### src/rtl/cipher_rr_arbiter_pkg.sv
// Shared types and helpers for the round-robin cipher arbiter.
// Holds the FSM state encoding and the grant-index width function.
package cipher_arb_pkg;

  typedef enum logic [1:0] {
    IDLE  = 2'd0,
    ISSUE = 2'd1,
    WAIT  = 2'd2,
    RESP  = 2'd3
  } arb_state_t;

  // A single requester still needs a one-bit index.
  function automatic int grant_width(input int n);
    return (n > 1) ? $clog2(n) : 1;
  endfunction

endpackage

### src/rtl/cipher_rr_arbiter_picker.sv
// Combinational round-robin selector: picks the first set request bit
// starting just after last_grant and wrapping modulo N.
module rr_priority_picker
  import cipher_arb_pkg::*;
#(
  parameter int N = 4,
  parameter int W = grant_width(N)
) (
  input  logic [N-1:0] req_i,
  input  logic [W-1:0] last_grant_i,
  output logic         found_o,
  output logic [W-1:0] grant_o
);

  logic [W-1:0] cand_idx [N];

  // cand_idx[k] is the requester with the k-th highest priority this cycle.
  generate
    for (genvar gi = 0; gi < N; gi++) begin : g_cand
      assign cand_idx[gi] = W'((int'(last_grant_i) + 1 + gi) % N);
    end
  endgenerate

  always_comb begin
    found_o = 1'b0;
    grant_o = '0;
    for (int k = N - 1; k >= 0; k--) begin
      if (req_i[cand_idx[k]]) begin
        found_o = 1'b1;
        grant_o = cand_idx[k];
      end
    end
  end

endmodule

### src/rtl/cipher_rr_arbiter.sv
// Round-robin arbiter sharing one start/done block cipher among NUM_REQ
// requesters, with a watchdog that answers with an error if the core hangs.
module cipher_rr_arbiter
  import cipher_arb_pkg::*;
#(
  parameter int NUM_REQ        = 4,
  parameter int BLOCK_SIZE     = 64,
  parameter int KEY_SIZE       = 64,
  parameter int TIMEOUT_CYCLES = 1024
) (
  input  logic                           clk,
  input  logic                           reset,
  input  logic [NUM_REQ-1:0]             req_valid_i,
  output logic [NUM_REQ-1:0]             req_ready_o,
  input  logic [NUM_REQ*BLOCK_SIZE-1:0]  req_data_i,
  input  logic [NUM_REQ*KEY_SIZE-1:0]    req_key_i,
  output logic [NUM_REQ-1:0]             rsp_valid_o,
  input  logic [NUM_REQ-1:0]             rsp_ready_i,
  output logic [BLOCK_SIZE-1:0]          rsp_data_o,
  output logic                           rsp_err_o,
  output logic                           core_start_o,
  output logic [KEY_SIZE-1:0]            core_key_o,
  output logic [BLOCK_SIZE-1:0]          core_plaintext_o,
  input  logic [BLOCK_SIZE-1:0]          core_ciphertext_i,
  input  logic                           core_done_i,
  output logic                           busy_o,
  output logic [grant_width(NUM_REQ)-1:0] grant_id_o
);

  localparam int GW = grant_width(NUM_REQ);
  localparam int CW = $clog2(TIMEOUT_CYCLES);
  localparam logic [CW-1:0] WD_LAST = CW'(TIMEOUT_CYCLES - 1);

  arb_state_t            state_q, state_d;
  logic [GW-1:0]         last_grant_q, last_grant_d;
  logic [GW-1:0]         grant_id_q, grant_id_d;
  logic [KEY_SIZE-1:0]   core_key_q, core_key_d;
  logic [BLOCK_SIZE-1:0] core_pt_q, core_pt_d;
  logic [BLOCK_SIZE-1:0] rsp_data_q, rsp_data_d;
  logic                  rsp_err_q, rsp_err_d;
  logic [CW-1:0]         wd_cnt_q, wd_cnt_d;

  logic [BLOCK_SIZE-1:0] data_arr [NUM_REQ];
  logic [KEY_SIZE-1:0]   key_arr  [NUM_REQ];
  logic                  found;
  logic [GW-1:0]         pick;
  logic                  accept;

  rr_priority_picker #(
    .N (NUM_REQ),
    .W (GW)
  ) u_picker (
    .req_i        (req_valid_i),
    .last_grant_i (last_grant_q),
    .found_o      (found),
    .grant_o      (pick)
  );

  assign accept = (state_q == IDLE) && found;

  generate
    for (genvar gi = 0; gi < NUM_REQ; gi++) begin : g_chan
      assign data_arr[gi]    = req_data_i[gi*BLOCK_SIZE +: BLOCK_SIZE];
      assign key_arr[gi]     = req_key_i[gi*KEY_SIZE +: KEY_SIZE];
      assign req_ready_o[gi] = accept && (pick == GW'(gi));
      assign rsp_valid_o[gi] = (state_q == RESP) && (grant_id_q == GW'(gi));
    end
  endgenerate

  always_comb begin
    state_d      = state_q;
    last_grant_d = last_grant_q;
    grant_id_d   = grant_id_q;
    core_key_d   = core_key_q;
    core_pt_d    = core_pt_q;
    rsp_data_d   = rsp_data_q;
    rsp_err_d    = rsp_err_q;
    wd_cnt_d     = wd_cnt_q;
    case (state_q)
      IDLE: begin
        if (found) begin
          core_pt_d  = data_arr[pick];
          core_key_d = key_arr[pick];
          grant_id_d = pick;
          state_d    = ISSUE;
        end
      end
      ISSUE: begin
        wd_cnt_d = '0;
        state_d  = WAIT;
      end
      WAIT: begin
        // A completion on the last allowed cycle still counts as success.
        if (core_done_i) begin
          rsp_data_d = core_ciphertext_i;
          rsp_err_d  = 1'b0;
          state_d    = RESP;
        end else if (wd_cnt_q == WD_LAST) begin
          rsp_data_d = '0;
          rsp_err_d  = 1'b1;
          state_d    = RESP;
        end else begin
          wd_cnt_d = wd_cnt_q + 1'b1;
        end
      end
      RESP: begin
        if (rsp_ready_i[grant_id_q]) begin
          last_grant_d = grant_id_q;
          state_d      = IDLE;
        end
      end
      default: state_d = IDLE;
    endcase
  end

  always_ff @(posedge clk or posedge reset) begin
    if (reset) begin
      state_q      <= IDLE;
      last_grant_q <= GW'(NUM_REQ - 1);
      grant_id_q   <= '0;
      core_key_q   <= '0;
      core_pt_q    <= '0;
      rsp_data_q   <= '0;
      rsp_err_q    <= 1'b0;
      wd_cnt_q     <= '0;
    end else begin
      state_q      <= state_d;
      last_grant_q <= last_grant_d;
      grant_id_q   <= grant_id_d;
      core_key_q   <= core_key_d;
      core_pt_q    <= core_pt_d;
      rsp_data_q   <= rsp_data_d;
      rsp_err_q    <= rsp_err_d;
      wd_cnt_q     <= wd_cnt_d;
    end
  end

  assign core_start_o     = (state_q == ISSUE);
  assign busy_o           = (state_q != IDLE);
  assign grant_id_o       = grant_id_q;
  assign core_key_o       = core_key_q;
  assign core_plaintext_o = core_pt_q;
  assign rsp_data_o       = rsp_data_q;
  assign rsp_err_o        = rsp_err_q;

endmodule

### config.mk
export PLATFORM = sky130hd
export DESIGN_NAME = cipher_rr_arbiter
export DESIGN_NICKNAME = d
export VERILOG_FILES = /design/src/rtl/cipher_rr_arbiter_pkg.sv /design/src/rtl/cipher_rr_arbiter_picker.sv /design/src/rtl/cipher_rr_arbiter.sv
export SDC_FILE = /design/constraint.sdc
export NUM_CORES = 1
export LEC_CHECK = 0
export CAP_MARGIN = 20
export CORE_AREA = 8 8 301 303
export CTS_CLUSTER_DIAMETER = 120
export DETAILED_ROUTE_END_ITERATION = 6
export DIE_AREA = 0 0 309 311
export MAX_ROUTING_LAYER = met4
export PLACE_DENSITY_LB_ADDON = 0.05
export SYNTH_ARGS = -nofsm -noshare
export SYNTH_HDL_FRONTEND = slang
export SYNTH_HIERARCHICAL = 1
export SYNTH_SLANG_ARGS = --single-unit
export TNS_END_PERCENT = 10
### constraint.sdc
create_clock -name clk -period 8.6 [get_ports clk]
set_input_delay 0.86 -clock clk [delete_from_list [all_inputs] [get_ports clk]]
set_output_delay 0.86 -clock clk [all_outputs]
set_load 0.1 [all_outputs]
# Word-level counts from Yosys, hierarchy flattened

Cells that the tools add are included.

Input bits: 587
Logic and storage cells: 91
Register bits: 209

Bitwise gates (word level): 1
Reduce and logical (&&, ||, !) cells: 20
Eq/ne operators: 15
Magnitude comparators: 6
Muxes and demuxes: 36
Add/sub/neg operators: 5

Operators with widths:

| cell                  | count |
|---|---|
| $mux 64               | 6 |
| $bmux 64 s2           | 2 |
| $mux 10               | 2 |
| $pmux 10 s2           | 1 |
| $mux 2                | 8 |
| $lt 2x3->1 const B    | 5 |
| $eq 2x2->1 const B    | 6 |
| $mux 1                | 11 |
| $add 10x1->10 const B | 1 |
| $bmux 1 s2            | 5 |
| $eq 10x10->1 const B  | 1 |
| $logic_and 1x1->1     | 9 |
| $pmux 2 s4            | 1 |
| $eq 2x1->1 const B    | 3 |
| $logic_not 2->1       | 3 |
| $ne 2x2->1 const B    | 3 |
| $reduce_and 2->1      | 3 |
| $reduce_and 3->1      | 2 |
| $reduce_bool 2->1     | 3 |
| $add 2x1->2 const B   | 2 |
| $add 2x2->2 const B   | 2 |
| $ge 3x3->1 const B    | 1 |
| $ne 3x3->1 const B    | 1 |
| $not 2->3             | 1 |
| $ne 2x1->1 const B    | 1 |

# Logic depth before layout (Yosys ltp)

Depth after elaboration: 12
Mapped depth: 8
Mapped depth without buffers: 6

# By module

Netlist, hierarchy kept.

By module, submodules not included:

| module             | cells an instance | seq. area each (µm²) | area an instance (µm²) | instances |
|---|---|---|---|---|
| cipher_rr_arbiter  | 683               | 5,232.5              | 11,139.4               | 1 |
| rr_priority_picker | 14                | 0.0                  | 91.3                   | 1 |

# Worst setup path after synthesis

OpenSTA, ideal clock, no wires.

Kind: in2out
From: input req_valid_i[0]
To: output req_ready_o[2]
Arrival: 3.993 ns
Stages: 7
Buffers on the path: 3
Required time: 7.740 ns
Path slack: 3.747 ns
Path through: a21oi_1 > a31oi_1 > a21oi_1 > buf_2 > buf_2 > buf_1 > nor3b_1

Cells in the longest elaborated chain, start to end: 8

RTL lines:

| what                         | line                           | source |
|---|---|---|
| from (decl)                  | cipher_rr_arbiter.sv:13        | `input logic [NUM_REQ-1:0] req_valid_i,` |
| $bmux 1 s2                   | cipher_rr_arbiter_picker.sv:28 | `if (req_i[cand_idx[k]]) begin` |
| $mux 1 (implied by the code) | cipher_rr_arbiter_picker.sv:28 |  |
| $mux 2 (3 in a row)          | cipher_rr_arbiter_picker.sv:28 |  |
| $mux 2 (*)                   | cipher_rr_arbiter_picker.sv:28 |  |
| via pick[1]                  | cipher_rr_arbiter.sv:46        | `logic [GW-1:0] pick;` |
| $eq 2x2->1 (*)               | cipher_rr_arbiter.sv:65        | `assign req_ready_o[gi] = accept && (pick == GW'(gi));` |
| $logic_and 1x1->1 (*)        | cipher_rr_arbiter.sv:65        |  |
| to (decl)                    | cipher_rr_arbiter.sv:14        | `output logic [NUM_REQ-1:0] req_ready_o,` |

Mark *: on every way through the listed nets, which the timed path passes. The rest lies on a longest branch. The select of a mux whose other input is x is not followed.

# Worst setup path after layout

Ends and elaborated chain as after synthesis.

==> flow_summary.toml <==
[die]
ioPinCount = 792
row_count = 108
start_util_pct = 13.1
core-area_um2 = 85900
die_w_um = 309
die_h_um = 311
dieArea_um2 = 96100

[logic_synthesis]
yosysUniqueCellTypes = 46
netlist_instances = 697
synth-compound-area-share_pct = 7.23
synthArstFlopShare_pct = 100
yosys.area.top_type_share_pct = 46.1
synthAdderAreaFrac_pct = 0.668
yosys_warnings = 6
synth-seq-cells = 209
syn_nets = 1290
yosysTopAreaCell = "dfrtp_1"
synthXorXnorAreaFrac_pct = 0
seq_area_frac_synth_pct = 46.6
synth_top_flop_cell = "dfrtp_1"
syn_area_um2 = 11200
syn_avg_cell_area_um2 = 16.1
synth.area.top_cells = "dfrtp_1, mux4_2, mux2_2"
synth_top_family_by_area = "multiplexers"
synthMuxAreaShare_pct = 39.3
synth_edf_count = 0
synthSimpleGateAreaFrac_pct = 2.42

[detailed_routing]
vias_per_cell = 3.72
drt-total-wl_um = 72400
drc = 0
num_vias = 9957
firstDrtPassIters = 4
drt_iter0_markers = 356
ant_nets = 0
avgRoutedWirePerCell_um = 27.0

[grt]
grt_max_degree = 118
grtUsageTotal_pct = 15.0
grt_pass1_vias = 11600
grt_first_pass_wirelength_um = 98700
gr-total-overflow = 0
antenna_found_initial = 26

[final_layout]
area_growth_pct = 92.3
num-fill-cells = 9001
final_util_pct = 25.1
seq_area_um2 = 5230
layout-drive-gt1-share_pct = 23.3
final_nets = 2071
multi_input_area_um2 = 5600

[timing]
finClkSkew_ns = 0.0171
timing.final.hold_violations = 0
slew_headroom_pct = 23.6
fmax_mhz = 215
rsz0062_at_grt = "no"
fin_crit_ns = 4.64
maxSlewViolCount = 0
worst_slew_pin_slew_ns = 1.14
period_share_pct = 54.0
tns_ns = 0
setup-violations-final = 0

[worst_setup_path]
cp-end-kind = "output port"
rr_worst_depth = 7
cp-start-kind = "input port"
cp_max_fo = 44
cp-startpoint = "req_valid_i[0]"
critPathArrivalTime_ns = 3.78
crit_required_ns = 7.74
path_class = "in2out"
reg2reg_from = "last_grant_q[1]$_DFFE_PP1P_"
reg2reg_to = "core_plaintext_o[39]$_DFFE_PP0P_"
r2r_slack_ns = 4.91

[clocking]
cts_setup_buffers = 0
htreeDepth = 2
clockRootBuffer = "clkbuf_16"
clk_latency_ns = 0.53
cts_resized = 0
path_clk_slew_ns = 0.05
clock_sinks = 209
hold_buffers = 0
tritoncts = "done"
cts_made_buffers = 35
clockBufferDepth = 3

[worst_hold_path]
holdPathStages = 1
min_to = "rsp_data_o[46]$_DFFE_PP0P_"
min_from = "rsp_data_o[46]$_DFFE_PP0P_"
hp-class = "reg2reg"

[placed_design]
io_buffers = 791
hpwl_um = 58500
gp_congestion = 0.784

[power]
leakagePower_nw = 8.15
power_density_nw_per_um2 = 466
ir_drop_mv = 0.204

[flow_run]
maxCapViolations = 0

[status]
outcome = "finished clean"
## metrics by stage
stage	hold slack, ns	area (um^2)	std cells	setup slack, ns	power, mW
2_1_floorplan	0.499	11200	697	2.03	6.73
3_3_place_gp	0.483	20300	2595	3.81	8.72
3_5_place_dp	0.481	20400	2596	3.86	8.70
4_1_cts	0.500	21500	2654	3.85	10.3
5_1_grt	0.512	21600	2674	3.74	10.5
6_report	0.495	21600	2679	3.96	10.1
## cells in the final DEF, fill, tap and decap left out, types with 3 or more instances in the layout
master,instances
clkdlybuf4s50_1,783
a21oi_1,4
dfrtp_1,207
mux2_2,131
mux2i_1,3
nand2_1,12
clkbuf_8,6
buf_4,21
clkbuf_16,37
bufinv_16,4
clkbuf_1,5
ha_1,6
clkinv_2,4
o41ai_1,4
nand2b_1,3
nand3_1,9
diode_2,25
and3_1,5
inv_1,11
mux4_2,129
a22o_1,64
nor2_1,7
## cell usage after synthesis (2+ instances only)
cell       instances
inv_1             12
nand2b_1           3
a31oi_1            2
nor3b_1            2
dfstp_2            2
mux4_2           129
dfrtp_1          207
o2bb2ai_1          2
ha_1               6
a21oi_1            5
o221ai_1           2
mux2i_1            3
nor3_1             2
buf_1              3
mux2_2           131
nand2_1           12
and3_1             5
buf_6             16
o211ai_1           2
buf_2             25
o41ai_1            4
and2_1             3
nand3_1            9
nor2_1             7
o311ai_0           2
nand3b_1           2
clkbuf_1          17
a22o_1            64
## logic make-up after synthesis
logic type	Yosys count
and+or+nand+nor	51
buffers and inverters	74
AOI/OAI and AO/OA	94
muxes	263
adders and majority gates	6
DFF	209
## layer usage
| layer | global-route usage (%) | wire length [um] | vias up |
|---|---|---|---|
| met3 | 5.43 | 6530 | 54 |
| met5 | - | 0 | - |
| li1 | - | - | 4427 |
| met1 | 15.3 | 25700 | 5017 |
| met2 | 27.4 | 39100 | 459 |
| met4 | 2.79 | 1060 | 0 |
## sequential cells by signal (all words and copies together) (netlist names)
name / cells
rsp_err_o: 1
last_grant_q: 2
core_plaintext_o: 64
state_q: 2
rsp_data_o: 64
grant_id_o: 2
wd_cnt_q: 10
core_key_o: 64
## worst max-delay path by stage
stage	to	slack, ns	cells past startpoint
after floorplan	core_key_o[0]$_DFFE_PP0P_	2.03	1
after global placement	req_ready_o[2]	3.81	7
after detailed placement	req_ready_o[2]	3.86	7
after CTS	req_ready_o[2]	3.85	7
after global routing	req_ready_o[2]	3.74	7
final	req_ready_o[2]	3.96	7
## critical path, stage by stage
cell,delay (ns)
clkdlybuf4s50_1,0.48
a21oi_1,0.17
a31oi_1,0.09
a21oi_4,0.13
buf_4,0.58
nor3b_1,0.27
clkdlybuf4s50_1,1.17
## layout make-up
cell class	count	area share, %
Clock buffer	48	4.76
Multi-Input combinational cell	414	25.9
Clock inverter	10	0.724
Inverter	13	0.261
Antenna cell	25	0.290
Sequential cell	209	24.2
Timing Repair Buffer	805	37.1
Tap cell	1155	6.69
## power breakdown
part	internal, mW	total [mW]	switching [mW]	leakage [nW]
Sequential	1.47	1.73	0.259	2.53
Combinational	2.02	6.84	4.82	5.04
Clock	0.949	1.49	0.544	0.582
Total	4.44	10.1	5.62	8.15
Note: power is estimated with default switching activity, not from simulation.
